## config.mk

```make
export PLATFORM = sky130hd
export DESIGN_NAME = trace_packetizer
export DESIGN_NICKNAME = d
export VERILOG_FILES = /design/src/rtl/trace_packetizer.sv
export SDC_FILE = /design/constraint.sdc
export NUM_CORES = 1
export LEC_CHECK = 0
export ABC_AREA = 1
export ABC_CLOCK_PERIOD_IN_PS = 6250
export CAP_MARGIN = 20
export CORE_MARGIN = 3
export CORE_UTILIZATION = 55
export CTS_BUF_LIST = sky130_fd_sc_hd__clkbuf_4 sky130_fd_sc_hd__clkbuf_8
export DETAILED_ROUTE_END_ITERATION = 10
export PLACE_DENSITY = 0.87
export SLEW_MARGIN = 10
export SYNTH_ARGS = -nofsm -noshare
export SYNTH_HDL_FRONTEND = slang
export SYNTH_SLANG_ARGS = --single-unit
```

## constraint.sdc

```tcl
create_clock -name mclk -period 6.25 [get_ports mclk]
set_clock_uncertainty 0.15 [all_clocks]
set_input_delay 0.9375 -clock mclk [delete_from_list [all_inputs] [get_ports mclk]]
set_output_delay 0.9375 -clock mclk [all_outputs]
set_load 0.02 [all_outputs]
```

## src/rtl/trace_packetizer.sv

```systemverilog
// Purpose : turns filtered RAM-bus events into 2-bit-typed trace packets (addr/read/write/timestamp).
// Latency : 1 cycle from the qualifying bus_strobe to packet_valid.
// Backpressure: one-entry output register; a packet arriving while valid && !ready is dropped and counted.
//
// Ports:
//   mclk, reset_n                   clock, asynchronous active-low reset
//   config_addr/data/strobe         write-only config bus (flags, latencies, window lo/hi)
//   bus_strobe                      one sampled RAM clock; all bus_* qualifiers valid with it
//   bus_addr_latch/read/write       ADV / read / write cycle qualifiers
//   bus_a, bus_d, bus_nd, bus_ublb  latched address, posedge data, negedge data, byte lanes
//   packet_valid/ready/type/payload valid-ready packet output
//   burst_cycle, drop_count         current burst beat, saturating count of dropped packets
module trace_packetizer #(
   parameter int          ADDR_W     = 23,
   parameter int          DATA_W     = 16,
   parameter int          TS_W       = 23,
   parameter int          TS_SHORT_W = 5,
   parameter logic [15:0] CFG_BASE   = 16'h0001
) (
   input  logic              mclk,
   input  logic              reset_n,
   input  logic [15:0]       config_addr,
   input  logic [15:0]       config_data,
   input  logic              config_strobe,
   input  logic              bus_strobe,
   input  logic              bus_addr_latch,
   input  logic              bus_read,
   input  logic              bus_write,
   input  logic [ADDR_W-1:0] bus_a,
   input  logic [DATA_W-1:0] bus_d,
   input  logic [DATA_W-1:0] bus_nd,
   input  logic [1:0]        bus_ublb,
   output logic              packet_valid,
   input  logic              packet_ready,
   output logic [1:0]        packet_type,
   output logic [ADDR_W-1:0] packet_payload,
   output logic [7:0]        burst_cycle,
   output logic [15:0]       drop_count
);

   if (TS_SHORT_W + 2 + DATA_W != ADDR_W) begin : g_bad_widths
      $error("trace_packetizer: TS_SHORT_W+2+DATA_W must equal ADDR_W");
   end

   localparam logic [TS_W-1:0] TS5_MAX = {{(TS_W-TS_SHORT_W){1'b0}}, {TS_SHORT_W{1'b1}}};

   localparam logic [1:0] T_ADDR  = 2'b00;
   localparam logic [1:0] T_READ  = 2'b01;
   localparam logic [1:0] T_WRITE = 2'b10;
   localparam logic [1:0] T_SYNC  = 2'b11;

   logic [2:0]        flags;
   logic [3:0]        rlat, wlat;
   logic [15:0]       win_lo, win_hi;
   logic              in_win;
   logic [TS_W-1:0]   ts, ts_nxt, ts5_ext;
   logic [15:0]       win_top;
   logic              win_now, trace_any;
   logic [3:0]        rlat_eff, wlat_eff;
   logic              rd_due, wr_due;
   logic              addr_hit, wr_hit, rd_hit, sync_hit;
   logic              pkt_gen;
   logic [1:0]        pkt_type_nxt;
   logic [ADDR_W-1:0] pkt_pay_nxt;
   logic              unused_cfg;

   assign unused_cfg = ^config_data[15:8];

   // ---------------- config registers ----------------
   always_ff @(posedge mclk or negedge reset_n) begin
      if (!reset_n) begin
         flags  <= 3'd0;
         rlat   <= 4'd4;
         wlat   <= 4'd3;
         win_lo <= 16'h0000;
         win_hi <= 16'hFFFF;
      end else if (config_strobe) begin
         if (config_addr == CFG_BASE)          flags  <= config_data[2:0];
         if (config_addr == CFG_BASE + 16'd1) begin
            rlat <= config_data[3:0];
            wlat <= config_data[7:4];
         end
         if (config_addr == CFG_BASE + 16'd2)  win_lo <= config_data;
         if (config_addr == CFG_BASE + 16'd3)  win_hi <= config_data;
      end
   end

   // ---------------- packet decision ----------------
   assign trace_any = flags[0] | flags[1];
   assign win_top   = bus_a[ADDR_W-1 -: 16];
   assign win_now   = !flags[2] || ((win_top >= win_lo) && (win_top <= win_hi));
   // Zero latency behaves like one: the first data beat is always traceable.
   assign rlat_eff  = (rlat == 4'd0) ? 4'd1 : rlat;
   assign wlat_eff  = (wlat == 4'd0) ? 4'd1 : wlat;
   assign rd_due    = burst_cycle >= (8'(rlat_eff) - 8'd1);
   assign wr_due    = burst_cycle >= (8'(wlat_eff) - 8'd1);
   assign ts5_ext   = (ts > TS5_MAX) ? TS5_MAX : ts;

   assign addr_hit = trace_any && bus_addr_latch && win_now;
   assign wr_hit   = flags[1] && bus_write && in_win && wr_due;
   assign rd_hit   = flags[0] && bus_read && in_win && rd_due;
   // Sync when the short field could not carry the full delta, or before the MSB wraps.
   assign sync_hit = trace_any && (((burst_cycle == 8'd1) && (ts != ts5_ext)) || ts[TS_W-1]);

   always_comb begin
      pkt_gen      = 1'b0;
      pkt_type_nxt = T_ADDR;
      pkt_pay_nxt  = '0;
      ts_nxt       = ts;
      if (bus_strobe) begin
         ts_nxt = ts + TS_W'(1);
         if (addr_hit) begin
            pkt_gen     = 1'b1;
            pkt_pay_nxt = bus_a;
         end else if (wr_hit) begin
            pkt_gen      = 1'b1;
            pkt_type_nxt = T_WRITE;
            pkt_pay_nxt  = {ts5_ext[TS_SHORT_W-1:0], bus_ublb, bus_d};
            ts_nxt       = ts - ts5_ext;
         end else if (rd_hit) begin
            pkt_gen      = 1'b1;
            pkt_type_nxt = T_READ;
            pkt_pay_nxt  = {ts5_ext[TS_SHORT_W-1:0], bus_ublb, bus_nd};
            ts_nxt       = ts - ts5_ext;
         end else if (sync_hit) begin
            pkt_gen      = 1'b1;
            pkt_type_nxt = T_SYNC;
            pkt_pay_nxt  = ADDR_W'(ts);
            ts_nxt       = '0;
         end
      end
   end

   // ---------------- burst / window / timestamp state ----------------
   always_ff @(posedge mclk or negedge reset_n) begin
      if (!reset_n) begin
         ts          <= '0;
         burst_cycle <= 8'd0;
         in_win      <= 1'b1;
      end else if (bus_strobe) begin
         ts <= ts_nxt;
         if (bus_addr_latch) begin
            burst_cycle <= 8'd0;
            in_win      <= win_now;
         end else if ((bus_read || bus_write) && (burst_cycle != 8'hFF)) begin
            burst_cycle <= burst_cycle + 8'd1;
         end
      end
   end

   // ---------------- output register ----------------
   always_ff @(posedge mclk or negedge reset_n) begin
      if (!reset_n) begin
         packet_valid   <= 1'b0;
         packet_type    <= 2'b00;
         packet_payload <= '0;
         drop_count     <= 16'd0;
      end else if (pkt_gen && (!packet_valid || packet_ready)) begin
         packet_valid   <= 1'b1;
         packet_type    <= pkt_type_nxt;
         packet_payload <= pkt_pay_nxt;
      end else begin
         if (packet_ready) packet_valid <= 1'b0;
         // Reaching here with pkt_gen set means the register is full and stalled.
         if (pkt_gen && (drop_count != 16'hFFFF)) drop_count <= drop_count + 16'd1;
      end
   end

endmodule
```

==> out/results.ini, run 1 <==
[place]
place_area_mm2 = 0.0100
pre_cts_ws_ns = 1.67
dp.final_hpwl_um = 18300
gp_congestion = 0.971
place.port_buffers = 146
dpl.cell_count = 1496

[route]
ant_nets = 0
viasPerCell = 5.59
num_vias = 8546
routed_wl_um = 24200
wl_per_cell_um = 15.9
drtIter0Drc = 777
first_pass_iters = 5
drc = 0

[clocking]
clock_latency_ns = 0.45
cts.hold.buffers_added = 0
cts_tree = built
post-cts-setup-buffers = 0
cts.clk_slew.worst_paths_ns = 0.07
htreeDepth = 4
cts_resized = 0
clockBufferDepth = 2
cts_buffers = 17
cts_sinks = 117
cts_root_buffer = clkbuf_8

[synthesis]
synth_ff_type = dfrtp_1
ys_ff_latch = 117
synth_warnings = 0
synth_most_common_cell = nand2_1
syn_area_per_cell_um2 = 7.11
synth_largest_area_cell = dfrtp_1
synth_cell_types = 51
synth_top_area_share_pct = 28.4
synthCells = 1204
async_flop_share_pct = 100
seq_area_frac_synth_pct = 34.5
netlist_area_mm2 = 0.00855
netlist_top_cells_count = nand2_1 (371), inv_1 (133), dfrtp_1 (97)
synth_fp_nets = 1356
synth_area_leaders = dfrtp_1 (28%), nand2_1 (16%), ha_1 (8.0%), dfstp_2 (6.1%), inv_1 (5.8%)
synth-edff-count = 0

[floorplanning]
die_w_um = 131
ioPinCount = 147
die_area_mm2 = 0.0171
design.core.area_mm2 = 0.0149
fp-row-count = 44
start_util_pct = 57.6
dieHeight_um = 131

[finish]
fillers = 1212
syn_to_final_growth_pct = 21.6
multi_input_area_mm2 = 0.00482
finalInstanceArea_mm2 = 0.0104
regArea_mm2 = 0.00295
n_antenna_cell = 0
stdcell_count = 1529
drive_gt1_share_pct = 8.70
final_nets = 1484

[worst_setup_path]
max_stage_delay_ns = 0.75
cp-startpoint = bus_a[16]
path_cells = clkdlybuf4s50_1, ha_1, nand2_1, inv_1, o21ai_0, a21oi_1, nor2_1, nand2_1, nand2_1, nand2_1, nand2_1, nand2_2, nand2_1, nand2_2, nor2_2, nand3_1, nand2_1
reg2reg_slack_ns = 2.05
end_kind = flop
required_ns = 6.48
crit_top_cell = nand2_1
slowest_stage = nor2_2
critPathKind = input port to flop
crit_end = packet_payload[9]
crit_fanout = 50
cp_num_cells = 17
start_kind = input port
rr_endpoint = packet_payload[9]
reg2reg_from = wlat[1]
arrival_ns = 4.43
cp_num_buf_inv = 2
reg2reg_depth = 18
cp_top_family = simple AND/OR/NAND/NOR gates

[power_and_ir_drop]
clkPwrFrac_pct = 32.6
ir_drop_v = 0.000152
power.switching_mw = 0.692
switching_share_pct = 34.0
pwr-share-seq_pct = 43.2
p_per_area_mw_per_mm2 = 195
pwr-share-comb_pct = 24.2
leakagePower_nw = 4.87
internal_power_mw = 1.34

[job]
drv_cap = 0

[sta]
finalCritPeriodShare_pct = 67.3
finalHoldViolations = 0
maxSlewViolCount = 0
rsz0062_at_grt = false
setup_viol_count_final = 0
tns_ns = 0
worst_slack_ns = 2.04
fmax_ghz = 0.238
max_slew_margin_pct = 30.0
max_slew.worst_pin.slew_ns = 1.05
min_period_ns = 4.21

[outcome]
status = completed

[grt]
grt_usage_pct = 28.9
first_global_vias = 7922
grt_start_max_net_pins = 66
grt_overflow_total = 0
antenna_found_initial = 0
grt_first_pass_wirelength_um = 39000

[hold_path]
min_path_type = flop to flop

==> worst reg2reg max path: cells and delay by family (launching register included) <==
kind,cells,cell delay [ns]
fa+ha+maj,2,0.54
compound gates,2,0.34
simple gates,11,1.85
buf+inv,3,0.69
flops,1,0.56
==> area by class of cell <==
type | instances | share of cell area (%)
Timing Repair Buffer | 150 | 14.4
Clock inverter | 10 | 0.806
Sequential cell | 117 | 28.4
Tap cell | 184 | 2.21
Multi-Input combinational cell | 905 | 46.4
Clock buffer | 22 | 2.73
Inverter | 141 | 5.13
==> per-layer routing <==
layer	GRT usage [%]	wire [µm]	up-vias
met2	46.7	11200	391
met5	0	0	-
li1	-	-	4138
met1	39.0	10500	3959
met3	5.57	1790	58
met4	10.0	735	0
==> logic make-up (layout without fill, tap and decap cells) <==
| logic type | after synthesis | count (layout) | synth area share [%] |
|---|---|---|---|
| flip-flops | 117 | 117 | 34.5 |
| AO/OA/AOI/OAI | 157 | 157 | 9.93 |
| buffers and inverters | 182 | 323 | 9.10 |
| adder cells (fa/ha/maj) | 55 | 55 | 8.04 |
| AND/OR/NAND/NOR | 656 | 656 | 34.6 |
| XOR/XNOR | 37 | 37 | 3.79 |
==> cells in the final DEF (no fill, tap or decap), types with 17 or more instances in the layout <==
cell             instances
a21oi_1                 41
nor2_1                  84
or2_2                   17
nand4_1                 20
o21ai_0                 85
xor2_1                  27
ha_1                    55
clkdlybuf4s50_1        145
dfstp_2                 20
inv_1                  133
nand3_1                 95
nand2_1                371
dfrtp_1                 97
nor3_1                  22
clkbuf_8                19
==> how the worst min path moves through the flow <==
stage               cells past startpoint          startpoint                 end
global placement                        2   packet_payload[1]   packet_payload[1]
finish                                  2          win_lo[13]          win_lo[13]
CTS                                     2   packet_payload[5]   packet_payload[5]
detailed placement                      2  packet_payload[20]  packet_payload[20]
floorplan                               2          win_lo[10]          win_lo[10]
global route                            2   packet_payload[5]   packet_payload[5]
==> through the flow <==
stage | utilization, % | power (mW) | hold slack (ns)
finish | 70.0 | 2.03 | 0.336
global route | 70.0 | 2.13 | 0.349
CTS | 69.9 | 2.03 | 0.339
detailed placement | 67.4 | 1.37 | 0.319
global placement | 67.4 | 1.36 | 0.314
floorplan | - | 1.19 | 0.303
==> flip-flops by register name, indices dropped and copies added (netlist names) <==
name            flops
burst_cycle         8
ts                 23
rlat                4
packet_valid        1
flags               3
win_lo             16
packet_type         2
packet_payload     23
win_hi             16
drop_count         16
in_win              1
wlat                4
==> power groups by stage <==
stage	logic, mW	clock network, mW	registers, mW
floorplan	0.324	0	0.866
finish	0.491	0.663	0.879
CTS	0.488	0.668	0.876
global route	0.544	0.703	0.888
global placement	0.472	0	0.890
detailed placement	0.485	0	0.889
Power figures use the tool's default switching activity.
==> inputs of run 2 (changes only) <==
- ABC_CLOCK_PERIOD_IN_PS: 6250 -> 3500
- CORE_UTILIZATION: 55 -> 50
- PLACE_DENSITY: 0.87 -> 0.84
- clock period: 6.25 -> 3.5 ns (I/O delays scaled with it)
==> run 2 against run 1 <==
  * Final area up 2.3%
  * Combinational power up 82%
  * Count of clock-buffer cells in the layout down 4
  * Power up 88%
  * Sequential cell count unchanged
  * Non-clock buffer count up 13
  * Final cell count up 3.2%
  * Critical path type is now flop to flop
  * Largest power group unchanged
==> out/results.ini, run 2 (same netlist as run 1, synthesis figures left out) <==
[outcome]
status = completed

[clocking]
clock_latency_ns = 0.46  ; about the same
cts_root_buffer = clkbuf_8
cts_tree = built
cts_buffers = 17  ; unchanged
clockBufferDepth = 2  ; unchanged
htreeDepth = 4  ; unchanged
cts_sinks = 117  ; unchanged
cts.clk_slew.worst_paths_ns = 0.08  ; about the same

[floorplanning]
design.core.area_mm2 = 0.0166  ; +12%
die_w_um = 137  ; +4.7%
dieHeight_um = 137  ; +4.7%
start_util_pct = 51.4  ; -6.1 points
die_area_mm2 = 0.0187  ; +9.5%
ioPinCount = 147  ; unchanged
fp-row-count = 47  ; +6.8%

[sta]
fmax_ghz = 0.307
finalHoldViolations = 0  ; unchanged
max_slew_margin_pct = 62.7  ; +33 points
max_slew.worst_pin.slew_ns = 0.558  ; -0.490 ns
setup_viol_count_final = 0  ; unchanged
finalCritPeriodShare_pct = 93.1
maxSlewViolCount = 0  ; unchanged
min_period_ns = 3.26
hold_ws_ns = 0.336  ; +0.000432 ns

[route]
drtIter0Drc = 770  ; -0.90%
wl_per_cell_um = 15.5  ; -2.4%
ant_nets = 0  ; unchanged
routed_wl_um = 24400  ; +0.77%
drc = 0  ; unchanged
viasPerCell = 5.46  ; -2.3%
first_pass_iters = 6  ; +1
num_vias = 8620  ; +0.87%

[place]
place.port_buffers = 146  ; unchanged
dp.final_hpwl_um = 18100  ; -0.83%
gp_congestion = 0.948  ; -2.4%
place_area_mm2 = 0.0102  ; +1.4%

[worst_setup_path]
required_ns = 3.76  ; -2.72 ns
max_stage_delay_ns = 0.54  ; -0.21 ns
end_kind = flop
slowest_stage = dfstp_2
critPathKind = flop to flop
path_cells = inv_1, a21oi_2, ha_2, nand2_1, ha_1, nand2_1, nor2_1, nand4_1, o2111ai_1, nand2_2, inv_1, nor2_1, nand2_1, nand2_2, inv_4, nand2_8, inv_4, nand2_1, nand2_1
cp_num_buf_inv = 4  ; +2
crit_fanout = 21  ; -58%
crit_top_cell = nand2_1
cp_top_family = simple AND/OR/NAND/NOR gates
start_kind = flop
arrival_ns = 3.52  ; -0.91 ns

[finish]
final_core_util_pct = 63.9  ; -6.1 points
syn_to_final_growth_pct = 24.4
n_antenna_cell = 0  ; unchanged
final_common_cell = nand2_1
drive_gt1_share_pct = 9.94  ; +1.2 points
finalInstanceArea_mm2 = 0.0106  ; +2.3%
reg_top3 = packet_payload: 23 flops, ts: 23 flops
final_nets = 1497  ; +0.88%
layout_common_cells = nand2_1 (369), clkdlybuf4s50_1 (145), inv_1 (132)

[power_and_ir_drop]
ir_drop_v = 0.000237  ; +56%
p_per_area_mw_per_mm2 = 359  ; +84%
leakagePower_nw = 4.94  ; +1.4%

[grt]
first_global_vias = 8244  ; +4.1%
grt_usage_pct = 26.3  ; -2.6 points
grt_first_pass_wirelength_um = 39200  ; +0.43%
antenna_found_initial = 0  ; unchanged
grt_overflow_total = 0  ; unchanged
grt_start_max_net_pins = 90  ; +36%

[job]
drv_cap = 0  ; unchanged

[hold_path]
min_path_type = flop to flop

run 2: through the flow:
stage | setup slack (ns) | total power, mW | TNS [ns] | cells
2_1_floorplan | 0.590 | 2.12 | 0 | 1204
6_report | 0.242 | 3.82 | 0 | 1578
3_3_place_gp | 0.265 | 2.44 | 0 | 1543
3_5_place_dp | 0.164 | 2.46 | 0 | 1543
4_1_cts | 0.0837 | 3.82 | 0 | 1576
5_1_grt | -0.0178 | 3.99 | -0.0445 | 1578
run 2: worst paths after layout:
check | startpoint | endpoint | slack [ns] | depth (start not counted)
setup / recovery | wlat[1] | drop_count[0] | 0.24 | 19
hold / removal | packet_payload[0] | packet_payload[0] | 0.34 | 2
setup reg to reg | wlat[1] | drop_count[0] | 0.24 | 19
hold reg to reg | packet_payload[0] | packet_payload[0] | 0.34 | 2
max in group asynchronous | reset_n | wlat[0] | 1.94 | 3
min in group asynchronous | reset_n | drop_count[7] | 0.38 | 2
run 2: tightest hold or removal path, delay by kind of cell, from the launching register on:
| kind | cells | cell delay, ns |
|---|---|---|
| simple gates | 2 | 0.11 |
| flops | 1 | 0.35 |
run 2: final cells by class:
cell class,count,area [µm²]
well taps,220,275
clock inverters,14,179
repair buffers,163,1610
fillers,1406,6000
flip-flops and latches,117,2950
clock buffers,18,241
inverters,141,538
multi-input cells,905,4850
run 2: repair_timing:
action | 4_1_cts | 5_1_grt
hold endpoints to repair | 28 | 0
endpoints found under the setup margin | 0 | 64
gates resized for setup | 0 | 10
buffers inserted | 0 | 2
hold buffers | 1 | 0
run 2: layer usage:
| layer | global-route usage [%] | share of wire (%) | vias to the layer above |
|---|---|---|---|
| met5 | 0 | 0 | - |
| met4 | 9.65 | 2.6 | 0 |
| met3 | 4.45 | 7.5 | 59 |
| met2 | 43.1 | 47 | 387 |
| met1 | 35.0 | 43 | 4010 |
| li1 | - | - | 4164 |
run 2: where the power goes:
group	total, mW	switching (mW)	internal [mW]	leakage, nW
Sequential	1.57	0.146	1.43	1.49
Combinational	0.895	0.539	0.356	3.24
Clock	1.36	0.637	0.719	0.203
